[config.mk]
export PLATFORM = sky130hd
export DESIGN_NAME = dma_cpu_reg_flat
export DESIGN_NICKNAME = d
export VERILOG_FILES = /design/src/rtl/dma_pkg.sv /design/src/rtl/dma_reg_if.sv /design/src/rtl/dma_cpu_reg.sv /design/src/flat_wrapper.sv
export SDC_FILE = /design/constraint.sdc
export NUM_CORES = 1
export LEC_CHECK = 0
export CAP_MARGIN = 20
export CORE_ASPECT_RATIO = 0.7
export CORE_MARGIN = 1.5
export CORE_UTILIZATION = 52
export DETAILED_ROUTE_END_ITERATION = 8
export PLACE_DENSITY = 0.87
export SKIP_CTS_REPAIR_TIMING = 1
export SLEW_MARGIN = 20
export SYNTH_ARGS = -nofsm -noshare
export SYNTH_HDL_FRONTEND = slang
export SYNTH_SLANG_ARGS = --single-unit
[constraint.sdc]
create_clock -name CLK -period 2.4 [get_ports CLK]
set_input_delay 0.36 -clock CLK [delete_from_list [all_inputs] [get_ports CLK]]
set_output_delay 0.36 -clock CLK [all_outputs]
set_load 0.01 [all_outputs]
[src/rtl/dma_pkg.sv]
`default_nettype none
// ============================================================================
//  Module   : dma_pkg
//  Brief    : Shared constants, command/mode bit-field types and a byte
//             insert helper for the DMA CPU register block.
//  Revision : 1.0 - initial release
// ============================================================================
package dma_pkg;

    // CPU-visible register addresses in the upper half of the map
    localparam logic [3:0] ADDR_CMD_STAT  = 4'h8;  // wr command / rd status
    localparam logic [3:0] ADDR_REQ       = 4'h9;  // single request bit
    localparam logic [3:0] ADDR_MASK_BIT  = 4'hA;  // single mask bit
    localparam logic [3:0] ADDR_MODE      = 4'hB;  // mode register
    localparam logic [3:0] ADDR_CLR_FF    = 4'hC;  // clear byte pointer
    localparam logic [3:0] ADDR_MCLR_TEMP = 4'hD;  // wr master clear / rd temp
    localparam logic [3:0] ADDR_CLR_MASK  = 4'hE;  // clear all mask bits
    localparam logic [3:0] ADDR_WR_MASK   = 4'hF;  // load all mask bits

    // All four channels masked out of reset and master clear
    localparam logic [7:0] MASK_RST = 8'h0F;

    // Command register bit fields
    typedef struct packed {
        logic dackSense;
        logic dreqSense;
        logic extWrite;
        logic rotPrio;
        logic compTiming;
        logic ctrlDisable;
        logic ch0Hold;
        logic memToMem;
    } cmd_t;

    // Mode register fields (DB[7:2] of a mode write)
    typedef struct packed {
        logic [1:0] mode;
        logic       addrDec;
        logic       autoInit;
        logic [1:0] xferType;
    } mode_t;

    // Replace the low (hi=0) or high (hi=1) byte of a 16-bit register
    function automatic logic [15:0] set_byte(input logic [15:0] v,
                                             input logic        hi,
                                             input logic [7:0]  b);
        return hi ? {b, v[7:0]} : {v[15:8], b};
    endfunction

endpackage
`default_nettype wire

[src/rtl/dma_reg_if.sv]
`default_nettype none
// ============================================================================
//  Module   : dma_reg_if
//  Brief    : Register-file view shared between the CPU register block (REG,
//             producer) and the transfer engine (ENG, consumer).
//  Revision : 1.0 - initial release
// ============================================================================
interface dma_reg_if;
    import dma_pkg::*;

    logic [3:0][15:0] baseAddr;
    logic [3:0][15:0] baseWord;
    logic [3:0][15:0] curAddr;
    logic [3:0][15:0] curWord;
    cmd_t             commandReg;
    logic [7:0]       statusReg;
    logic [7:0]       requestReg;
    logic [7:0]       maskReg;
    mode_t [3:0]      modeReg;
    logic [7:0]       tempReg;
    logic             bytePtr;

    modport REG (
        output baseAddr, baseWord, curAddr, curWord, commandReg, statusReg,
               requestReg, maskReg, modeReg, tempReg, bytePtr
    );

    modport ENG (
        input  baseAddr, baseWord, curAddr, curWord, commandReg, statusReg,
               requestReg, maskReg, modeReg, tempReg, bytePtr
    );

endinterface
`default_nettype wire

[src/rtl/dma_cpu_reg.sv]
`default_nettype none
// ============================================================================
//  Module   : dma_cpu_reg
//  Brief    : 8237-style CPU register file for a 4-channel DMA controller.
//             CPU accesses commit on the trailing edge of IOR_N/IOW_N.
//             Optional build macro DMA_TEMP_REG_EN adds a loadable temp
//             register (ports tempLd/tempData); otherwise tempReg reads 0.
//  Revision : 1.0 - initial release
// ============================================================================
module dma_cpu_reg
    import dma_pkg::*;
#(
    parameter int NUM_CH = 4
) (
    input  logic                CLK,
    input  logic                RESET,
    input  logic                CS_N,
    input  logic                IOR_N,
    input  logic                IOW_N,
    input  logic [3:0]          A,
    input  logic [7:0]          DB_IN,
    output logic [7:0]          DB_OUT,
    output logic                DB_OE,
    input  logic [NUM_CH-1:0]   DREQ,
    input  logic [NUM_CH-1:0]   tcSet,
    input  logic [NUM_CH-1:0]   autoInitLd,
    input  logic                updEn,
    input  logic [1:0]          updCh,
    input  logic [15:0]         updAddr,
    input  logic [15:0]         updWord,
`ifdef DMA_TEMP_REG_EN
    input  logic                tempLd,
    input  logic [7:0]          tempData,
`endif
    dma_reg_if.REG              rif
);

    localparam int CH_W = $clog2(NUM_CH);

    // Strobe samplers (idle high) and access latches
    logic            csN_q, iorN_q, iowN_q;
    logic [3:0]      aLat_q;
    logic [7:0]      dbLat_q;
    logic            rdCommit, wrCommit;
    logic [CH_W-1:0] wrCh;

    // Register file state
    logic [NUM_CH-1:0][15:0] baseAddr_q, baseAddr_d;
    logic [NUM_CH-1:0][15:0] baseWord_q, baseWord_d;
    logic [NUM_CH-1:0][15:0] curAddr_q,  curAddr_d;
    logic [NUM_CH-1:0][15:0] curWord_q,  curWord_d;
    logic [NUM_CH-1:0][5:0]  modeReg_q,  modeReg_d;
    logic [7:0]              commandReg_q, commandReg_d;
    logic [7:0]              statusReg_q,  statusReg_d;
    logic [7:0]              requestReg_q, requestReg_d;
    logic [7:0]              maskReg_q,    maskReg_d;
    logic [7:0]              tempReg_q,    tempReg_d;
    logic                    bytePtr_q,    bytePtr_d;

    // Sample the bus strobes each cycle and hold address/data of the live access
    always_ff @(posedge CLK or negedge RESET) begin
        if (!RESET) begin
            csN_q   <= 1'b1;
            iorN_q  <= 1'b1;
            iowN_q  <= 1'b1;
            aLat_q  <= '0;
            dbLat_q <= '0;
        end else begin
            csN_q  <= CS_N;
            iorN_q <= IOR_N;
            iowN_q <= IOW_N;
            if (!CS_N && (!IOR_N || !IOW_N)) begin
                aLat_q <= A;
            end
            if (!IOW_N) begin
                dbLat_q <= DB_IN;
            end
        end
    end

    // A strobe seen high right after a selected low sample is the trailing edge
    assign rdCommit = !csN_q && !iorN_q && IOR_N;
    assign wrCommit = !csN_q && !iowN_q && IOW_N;
    assign wrCh     = aLat_q[CH_W:1];

    // Next-state for all registers: engine updates first, CPU writes override
    always_comb begin
        baseAddr_d   = baseAddr_q;
        baseWord_d   = baseWord_q;
        curAddr_d    = curAddr_q;
        curWord_d    = curWord_q;
        modeReg_d    = modeReg_q;
        commandReg_d = commandReg_q;
        requestReg_d = requestReg_q;
        maskReg_d    = maskReg_q;
        bytePtr_d    = bytePtr_q;
        tempReg_d    = tempReg_q;

        // Upper nibble mirrors DREQ; TC flags clear on a status read but a
        // same-cycle terminal count still sets them
        statusReg_d = {DREQ, statusReg_q[3:0]};
        if (rdCommit && (aLat_q == ADDR_CMD_STAT)) begin
            statusReg_d[3:0] = 4'h0;
        end
        statusReg_d[3:0] = statusReg_d[3:0] | tcSet;

`ifdef DMA_TEMP_REG_EN
        if (tempLd) begin
            tempReg_d = tempData;
        end
`else
        tempReg_d = 8'h00;
`endif

        // Transfer-engine write-back, then auto-init reload of base values
        if (updEn) begin
            curAddr_d[updCh] = updAddr;
            curWord_d[updCh] = updWord;
        end
        for (int i = 0; i < NUM_CH; i++) begin
            if (autoInitLd[i]) begin
                curAddr_d[i] = baseAddr_q[i];
                curWord_d[i] = baseWord_q[i];
            end
        end

        // Flip-flop pointer advances on every committed channel register access
        if ((rdCommit || wrCommit) && !aLat_q[3]) begin
            bytePtr_d = ~bytePtr_q;
        end

        if (wrCommit) begin
            if (!aLat_q[3]) begin
                // CPU byte replaces the whole pending engine value for that register
                if (aLat_q[0]) begin
                    baseWord_d[wrCh] = set_byte(baseWord_q[wrCh], bytePtr_q, dbLat_q);
                    curWord_d[wrCh]  = set_byte(curWord_q[wrCh],  bytePtr_q, dbLat_q);
                end else begin
                    baseAddr_d[wrCh] = set_byte(baseAddr_q[wrCh], bytePtr_q, dbLat_q);
                    curAddr_d[wrCh]  = set_byte(curAddr_q[wrCh],  bytePtr_q, dbLat_q);
                end
            end else begin
                case (aLat_q)
                    ADDR_CMD_STAT:  commandReg_d = dbLat_q;
                    ADDR_REQ:       requestReg_d[dbLat_q[1:0]] = dbLat_q[2];
                    ADDR_MASK_BIT:  maskReg_d[dbLat_q[1:0]] = dbLat_q[2];
                    ADDR_MODE:      modeReg_d[dbLat_q[1:0]] = dbLat_q[7:2];
                    ADDR_CLR_FF:    bytePtr_d = 1'b0;
                    ADDR_MCLR_TEMP: begin
                        commandReg_d = 8'h00;
                        statusReg_d  = 8'h00;
                        requestReg_d = 8'h00;
                        tempReg_d    = 8'h00;
                        bytePtr_d    = 1'b0;
                        maskReg_d    = MASK_RST;
                    end
                    ADDR_CLR_MASK:  maskReg_d = 8'h00;
                    ADDR_WR_MASK:   maskReg_d = {4'h0, dbLat_q[3:0]};
                    default:        ;
                endcase
            end
        end

        // Only four channels exist, so the upper request/mask bits stay zero
        requestReg_d[7:4] = 4'h0;
        maskReg_d[7:4]    = 4'h0;
    end

    // Register file state with asynchronous clear
    always_ff @(posedge CLK or negedge RESET) begin
        if (!RESET) begin
            baseAddr_q   <= '0;
            baseWord_q   <= '0;
            curAddr_q    <= '0;
            curWord_q    <= '0;
            modeReg_q    <= '0;
            commandReg_q <= '0;
            statusReg_q  <= '0;
            requestReg_q <= '0;
            maskReg_q    <= MASK_RST;
            tempReg_q    <= '0;
            bytePtr_q    <= 1'b0;
        end else begin
            baseAddr_q   <= baseAddr_d;
            baseWord_q   <= baseWord_d;
            curAddr_q    <= curAddr_d;
            curWord_q    <= curWord_d;
            modeReg_q    <= modeReg_d;
            commandReg_q <= commandReg_d;
            statusReg_q  <= statusReg_d;
            requestReg_q <= requestReg_d;
            maskReg_q    <= maskReg_d;
            tempReg_q    <= tempReg_d;
            bytePtr_q    <= bytePtr_d;
        end
    end

    // Combinational read mux, active only while a read strobe is selected
    always_comb begin
        DB_OUT = 8'h00;
        DB_OE  = 1'b0;
        if (RESET && !CS_N && !IOR_N) begin
            DB_OE = 1'b1;
            if (!A[3]) begin
                if (A[0]) begin
                    DB_OUT = bytePtr_q ? curWord_q[A[CH_W:1]][15:8] : curWord_q[A[CH_W:1]][7:0];
                end else begin
                    DB_OUT = bytePtr_q ? curAddr_q[A[CH_W:1]][15:8] : curAddr_q[A[CH_W:1]][7:0];
                end
            end else if (A == ADDR_CMD_STAT) begin
                DB_OUT = statusReg_q;
            end else if (A == ADDR_MCLR_TEMP) begin
                DB_OUT = tempReg_q;
            end
        end
    end

    assign rif.baseAddr   = baseAddr_q;
    assign rif.baseWord   = baseWord_q;
    assign rif.curAddr    = curAddr_q;
    assign rif.curWord    = curWord_q;
    assign rif.commandReg = commandReg_q;
    assign rif.statusReg  = statusReg_q;
    assign rif.requestReg = requestReg_q;
    assign rif.maskReg    = maskReg_q;
    assign rif.modeReg    = modeReg_q;
    assign rif.tempReg    = tempReg_q;
    assign rif.bytePtr    = bytePtr_q;

endmodule
`default_nettype wire

[src/flat_wrapper.sv]
// flat-port wrapper written by rule: the top's interface ports become plain ports
module dma_cpu_reg_flat import dma_pkg::*;
#(
    parameter int NUM_CH = 4
)
  (CLK, RESET, CS_N, IOR_N, IOW_N, A, DB_IN, DB_OUT, DB_OE, DREQ, tcSet, autoInitLd, updEn, updCh, updAddr, updWord, rif_baseAddr, rif_baseWord, rif_curAddr, rif_curWord, rif_commandReg, rif_statusReg, rif_requestReg, rif_maskReg, rif_modeReg, rif_tempReg, rif_bytePtr);
  dma_reg_if rif_i ();
  input  logic CLK;
  input  logic RESET;
  input  logic CS_N;
  input  logic IOR_N;
  input  logic IOW_N;
  input  logic [3:0] A;
  input  logic [7:0] DB_IN;
  output logic [7:0] DB_OUT;
  output logic DB_OE;
  input  logic [NUM_CH-1:0] DREQ;
  input  logic [NUM_CH-1:0] tcSet;
  input  logic [NUM_CH-1:0] autoInitLd;
  input  logic updEn;
  input  logic [1:0] updCh;
  input  logic [15:0] updAddr;
  input  logic [15:0] updWord;
  output wire logic [$bits(rif_i.baseAddr)-1:0] rif_baseAddr;
  output wire logic [$bits(rif_i.baseWord)-1:0] rif_baseWord;
  output wire logic [$bits(rif_i.curAddr)-1:0] rif_curAddr;
  output wire logic [$bits(rif_i.curWord)-1:0] rif_curWord;
  output wire logic [$bits(rif_i.commandReg)-1:0] rif_commandReg;
  output wire logic [$bits(rif_i.statusReg)-1:0] rif_statusReg;
  output wire logic [$bits(rif_i.requestReg)-1:0] rif_requestReg;
  output wire logic [$bits(rif_i.maskReg)-1:0] rif_maskReg;
  output wire logic [$bits(rif_i.modeReg)-1:0] rif_modeReg;
  output wire logic [$bits(rif_i.tempReg)-1:0] rif_tempReg;
  output wire logic [$bits(rif_i.bytePtr)-1:0] rif_bytePtr;
  assign rif_baseAddr = rif_i.baseAddr;
  assign rif_baseWord = rif_i.baseWord;
  assign rif_curAddr = rif_i.curAddr;
  assign rif_curWord = rif_i.curWord;
  assign rif_commandReg = rif_i.commandReg;
  assign rif_statusReg = rif_i.statusReg;
  assign rif_requestReg = rif_i.requestReg;
  assign rif_maskReg = rif_i.maskReg;
  assign rif_modeReg = rif_i.modeReg;
  assign rif_tempReg = rif_i.tempReg;
  assign rif_bytePtr = rif_i.bytePtr;
  dma_cpu_reg #(.NUM_CH(NUM_CH)) u_core (.CLK(CLK), .RESET(RESET), .CS_N(CS_N), .IOR_N(IOR_N), .IOW_N(IOW_N), .A(A), .DB_IN(DB_IN), .DB_OUT(DB_OUT), .DB_OE(DB_OE), .DREQ(DREQ), .tcSet(tcSet), .autoInitLd(autoInitLd), .updEn(updEn), .updCh(updCh), .updAddr(updAddr), .updWord(updWord), .rif(rif_i));
endmodule
# [Word level (Yosys, flattened, before mapping)]
# Cells that the tools add are included.
[word_totals] reg_bits=320 in_bits=64 output_inout_bits=330 wordCells=150
[classes] magnitude_cmp=8 eq_ne=9 n_mux=67 bitwise=4 reduce_logical=32
[ops] cell="2-to-1 mux 64 bit" count=8
[ops] cell="bitwise mux 64 bit" count=6
[ops] cell="2-to-1 mux 16 bit" count=20
[ops] cell="binary-select mux 16 bit (select 2 bit)" count=6
[ops] cell="2-to-1 mux 8 bit" count=9
[ops] cell="demux 16 bit (select 2 bit)" count=2
[ops] cell="== test 4 bit (second input constant)" count=9
[ops] cell="bitwise mux 24 bit" count=1
[ops] cell="AND reduction 3 bit" count=6
[ops] cell="bitwise mux 8 bit" count=2
[ops] cell="one-hot mux 4 bit (4 select lines)" count=1
[ops] cell="one-hot mux 8 bit (2 select lines)" count=1
[ops] cell="logical AND 1 bit" count=13
[ops] cell="demux 6 bit (select 2 bit)" count=1
[ops] cell="< comparator 2 x 3 -> 1 bit (second input constant)" count=4
[ops] cell="one-hot mux 4 bit (2 select lines)" count=1
[ops] cell="logical NOT 1 bit" count=7
[ops] cell=">= comparator 2 x 1 -> 1 bit (second input constant)" count=3
[ops] cell="2-to-1 mux 1 bit" count=6
[ops] cell="2-to-1 mux 6 bit" count=1
[ops] cell="< comparator 2 x 4 -> 1 bit (second input constant)" count=1
[ops] cell="2-to-1 mux 4 bit" count=1
[ops] cell="bitwise OR 4 bit" count=1
[ops] cell="nonzero test 2 bit" count=2
[ops] cell="5 further kinds" count=8

# [Longest topological paths before layout]
[logic_depth] depth_word=11 ltp_mapped=9 mapped_depth_nobuf=5

# [Worst setup path before layout]
# OpenSTA, ideal clock, no wires.
[synth_timing] path_type="input -> output" start="in A[2]" end="out DB_OUT[5]" t_arrival_ns=1.967 required_time_ns=2.040 path_slack_ns=0.073 stages=6 cell_sequence="buf_2 buf_2 buf_1 mux4_2 a22o_1 a221o_1"
[synth_between] elab_chain_cells=6 elab_cells_between_ends=11
[synth_rtl] item="from (decl)" line_no="flat_wrapper.sv:13" source="input logic [3:0] A;"
[synth_rtl] item="binary-select mux 16 bit (select 2 bit) (on tied branches)" line_no="dma_cpu_reg.sv:208, dma_cpu_reg.sv:206"
[synth_rtl] item="2-to-1 mux 16 bit (on tied branches)" line_no="dma_cpu_reg.sv:208, dma_cpu_reg.sv:206"
[synth_rtl] item="2-to-1 mux 8 bit (on tied branches)" line_no="dma_cpu_reg.sv:208, dma_cpu_reg.sv:206"
[synth_rtl] item="2-to-1 mux 8 bit" line_no="dma_cpu_reg.sv:205" source="if (A[0]) begin"
[synth_rtl] item="2-to-1 mux 8 bit *" line_no="dma_cpu_reg.sv:204" source="if (!A[3]) begin"
[synth_rtl] item="2-to-1 mux 8 bit *" line_no="dma_cpu_reg.sv:202" source="if (RESET && !CS_N && !IOR_N) begin"
[synth_rtl] item="to (decl)" line_no="flat_wrapper.sv:15" source="output logic [7:0] DB_OUT;"
# Every way passes the cells marked *; elsewhere a longest branch is shown, timed or not. The select of a mux whose other input is x is not followed.

# [Final worst setup path]
[layout_timing] start="reg u_core.curAddr_q (netlist bit u_core.rif.curAddr[35])" end="out DB_OUT[3]"
[layout_between] elab_chain_cells=6
[layout_rtl] item="from (decl)" line_no="dma_cpu_reg.sv:50" source="logic [NUM_CH-1:0][15:0] curAddr_q, curAddr_d;"
[layout_rtl] item="from (signal assigned)" line_no="dma_cpu_reg.sv:186" source="curAddr_q <= curAddr_d;"
[layout_rtl] item="binary-select mux 16 bit (select 2 bit)" line_no="dma_cpu_reg.sv:208" source="DB_OUT = bytePtr_q ? curAddr_q[A[CH_W:1]][15:8] : curAddr_q[A[CH_W:1]][7:0];"
[layout_rtl] item="2-to-1 mux 16 bit"
[layout_rtl] item="2-to-1 mux 8 bit" line_no="dma_cpu_reg.sv:208"
[layout_rtl] item="2-to-1 mux 8 bit" line_no="dma_cpu_reg.sv:205"
[layout_rtl] item="2-to-1 mux 8 bit" line_no="dma_cpu_reg.sv:204"
[layout_rtl] item="2-to-1 mux 8 bit" line_no="dma_cpu_reg.sv:202"
# No other way between the ends. The select of a mux whose other input is x is not followed.

==> metrics.txt <==
pin count of the biggest net entering global routing approximately 180; Post-Syn Area approximately 0.018 mm²; Layout Area Growth over Synthesis 38.3%; slowest CP cell mux4_2; Final Hold Fails 9; count of mapped cells out of synthesis 1732; final critical path time including I/O delays and setup between 2 and 3 ns; worst reg2reg setup slack about 0.19 ns; DR DRC count 0; end of the worst register-to-register path u_core.rif.baseAddr[0]$_DFFE_PN0P_; depth of the most critical reg-to-reg path 7; overall routing resource usage between 40% and 50%; number of DRC markers in iteration 0 2191; FF-to-FF Start u_core.iowN_q$_DFF_PN1_; clk slew on worst S/H paths around 0.060 ns; post-synthesis area per instance around 10 µm²; part of the Yosys area used for sequential elements 45.2%; type of the worst setup path flop to output port; transition time at the pin with the least slew margin approximately 1.0 ns; vias after detailed routing around 17000; cell family contributing the most delay on the critical path multiplexers; slack of the critical path -0.241 ns; Wirelength per Cell between 20 and 30 µm; total grt overflow 0; period utilisation layout 110%; antenna-violating nets left 0; RSZ-0062 raised after global routing yes; Die Footprint roughly 0.035 mm²; data required time of the critical path about 2 ns; setup violation total in the final timing report 8; endpoint arrival time on the critical path between 2 and 2.5 ns; RD Place Congestion 0.983; final standard cell utilization of the core between 70% and 80%; number of antenna violations at the first check in global routing 2; largest stage delay on the critical path roughly 0.48 ns; vias per inst roughly 6.5; core area 0.0336 mm²; headroom to the max-slew limit 31.9%; IR Drop Worst-Case VDD ~0.59 mV; Clock Skew about 0.023 ns; violated checks negative hold slack, negative setup slack; number of fill cells around 2200; number of maximum-capacitance violations 0; fin nets 2285; element type at the critical path end output port; TritonCTS clock tree yes; ordered list of cells on the worst path mux4_2 > mux2_4 > a221o_1 > buf_6; Clock Tree Root clkbuf_16; maximum clock path buffer count 3; worst hold-check slack -0.0136 ns; Max Fclk approximately 380 MHz; portion of total power attributed to combinational logic roughly two fifths; boundary pin count slightly below 400; result of the run finished with violations; Inserted Diodes 0; leakage component of the power 0.0109 µW; total number of placement rows between 50 and 60; number of buffers added on ports 377; half-perimeter wire length of the detailed placement result roughly 49000 µm; power share of the sequential group 35.9%; post-synth cell types 42; number of global-route vias before repair around 17000; switching portion of total power between 30% and 40%; total power per unit cell area just over 900 mW/mm²; synthesis-stage register bit count 320; H-tree levels 2; Bufs and invs on worst path 1; yosys synthesis warning count 0; height of the die 158 µm; critical path fanouts, max 2; Initial Util a little over half; path type of the worst min-delay path input pin to async pin; Net Switching 8150 µW; number of clock sinks 320; part of the power in the clock network a little under a quarter; power consumption approximately 23000 µW; wire length of the first global-routing pass approximately 110000 µm; Inserted Clock Buffers 34; clock latency on the worst-skew pair about 0.54 ns; detailed-routing iteration count for the pre-antenna-repair pass 6; cell-internal power between 10000 and 15000 µW; sum of negative setup slack -1.53 ns; number of slew-limit violations in the final report 0; startpoint types flop; total routed wirelength about 70000 µm; die width 224 µm; share of final-layout standard cells stronger than drive strength 1 roughly 23%
## sequential cells by signal (all words and copies together), names as in the netlist
signal	count
u_core.rif.baseAddr	64
u_core.rif.baseWord	64
u_core.rif.curAddr	64
u_core.rif.curWord	64
u_core.rif.modeReg	24
u_core.dbLat_q	8
u_core.rif.commandReg	8
u_core.rif.statusReg	8
u_core.aLat_q	4
u_core.rif.maskReg	4
u_core.rif.requestReg	4
u_core.csN_q	1
u_core.iorN_q	1
u_core.iowN_q	1
u_core.rif.bytePtr	1
## cells in the final DEF, fill, tap and decap left out, types with 97 or more instances in the layout
cell type,instances
buf_4,184
nand2_1,184
mux2_2,98
clkdlybuf4s50_1,360
dfrtp_1,309
a21oi_1,219
nor2_1,205
mux4_2,97
mux2i_1,129
o21ai_0,181
## worst max path at each step
stage	start	to	slack (ns)	cells past startpoint
detailed placement	CS_N	DB_OUT[3]	-0.81	8
global route	u_core.rif.curAddr[35]$_DFF_PN0_	DB_OUT[3]	-0.28	4
global placement	CS_N	DB_OUT[1]	-0.73	8
CTS	CS_N	DB_OUT[3]	-0.85	8
finish	u_core.rif.curAddr[35]$_DFF_PN0_	DB_OUT[3]	-0.24	4
floorplan	A[2]	DB_OUT[5]	0.07	6
## power by group through the flow
stage	Combinational [µW]	Clock [µW]	Sequential (µW)
finish	9110	5360	8100
global route	9560	5570	8190
CTS	8830	5360	8020
detailed placement	8720	0	8090
global placement	8510	0	8060
floorplan	3270	0	8290
## layout make-up
| type | instances | area (µm²) | share of cell area (%) |
|---|---|---|---|
| repair buffers | 593 | 5760 | 23.5 |
| well taps | 435 | 544 | 2.22 |
| clock inverters | 12 | 97.6 | 0.398 |
| inverters | 42 | 158 | 0.642 |
| clock buffers | 46 | 1000 | 4.07 |
| multi-input cells | 1230 | 8950 | 36.5 |
| flip-flops and latches | 320 | 8030 | 32.7 |
## worst register-to-register path, cell delays in order, from the launching register on
cell	delay [ns]
dfstp_2	0.38
or3b_1	0.43
or3_4	0.42
nor3_4	0.19
buf_12	0.23
buf_4	0.23
nor2_1	0.07
a21oi_1	0.18
## cells in the mapped netlist, drive strengths merged
library cell / number / area, µm²
a21oi: 219 / 1100
a221o: 7 / 70.1
a22o: 11 / 96.3
a22oi: 1 / 7.51
a31oi: 4 / 25.0
a32o: 1 / 10.0
a41oi: 1 / 8.76
and3: 3 / 18.8
and4b: 1 / 10.0
and4bb: 1 / 12.5
buf: 94 / 537
clkbuf: 61 / 229
conb: 1 / 3.75
dfrtp: 313 / 7830
dfstp: 7 / 184
inv: 42 / 158
mux2: 106 / 1190
mux2i: 129 / 1290
mux4: 97 / 2180
nand2: 184 / 691
nand2b: 11 / 68.8
nand3: 11 / 55.1
nand3b: 3 / 22.5
nor2: 212 / 803
nor2b: 14 / 87.6
nor3: 4 / 31.3
nor3b: 5 / 42.5
nor4b: 1 / 8.76
o211ai: 1 / 7.51
o21ai: 181 / 906
o21bai: 2 / 15.0
o31ai: 1 / 7.51
or3: 1 / 11.3
or3b: 1 / 8.76
xor2: 1 / 8.76
## metrics by stage
stage	setup slack [ns]	instance area, µm²	hold slack, ns	cells
floorplan	0.0735	17800	0.0644	1747
detailed placement	-0.815	23400	0.491	2614
global route	-0.281	24500	0.0494	2678
global placement	-0.734	23400	0.483	2614
finish	-0.241	24500	-0.0136	2678
CTS	-0.849	24500	0.00915	2672
## metal layers
metal | vias up | part of all wire (%) | track usage (%)
met4 | 2 | 6.6 | 24.4
met3 | 365 | 14 | 13.3
met5 | - | 0.015 | 0
met2 | 1491 | 44 | 61.0
li1 | 7099 | - | -
met1 | 8360 | 35 | 50.4
## logic make-up (layout without fill, tap and decap cells)
| group | after synthesis | in the layout | share of synthesized area [%] |
|---|---|---|---|
| compound gates | 429 | 429 | 12.7 |
| xor+xnor | 1 | 1 | 0.0494 |
| buf+inv | 197 | 693 | 5.20 |
| flops | 320 | 320 | 45.2 |
| mux | 332 | 332 | 26.3 |
| other cells | 1 | 16 | 0.0211 |
| simple gates | 452 | 452 | 10.5 |
Power figures use the tool's default switching activity.
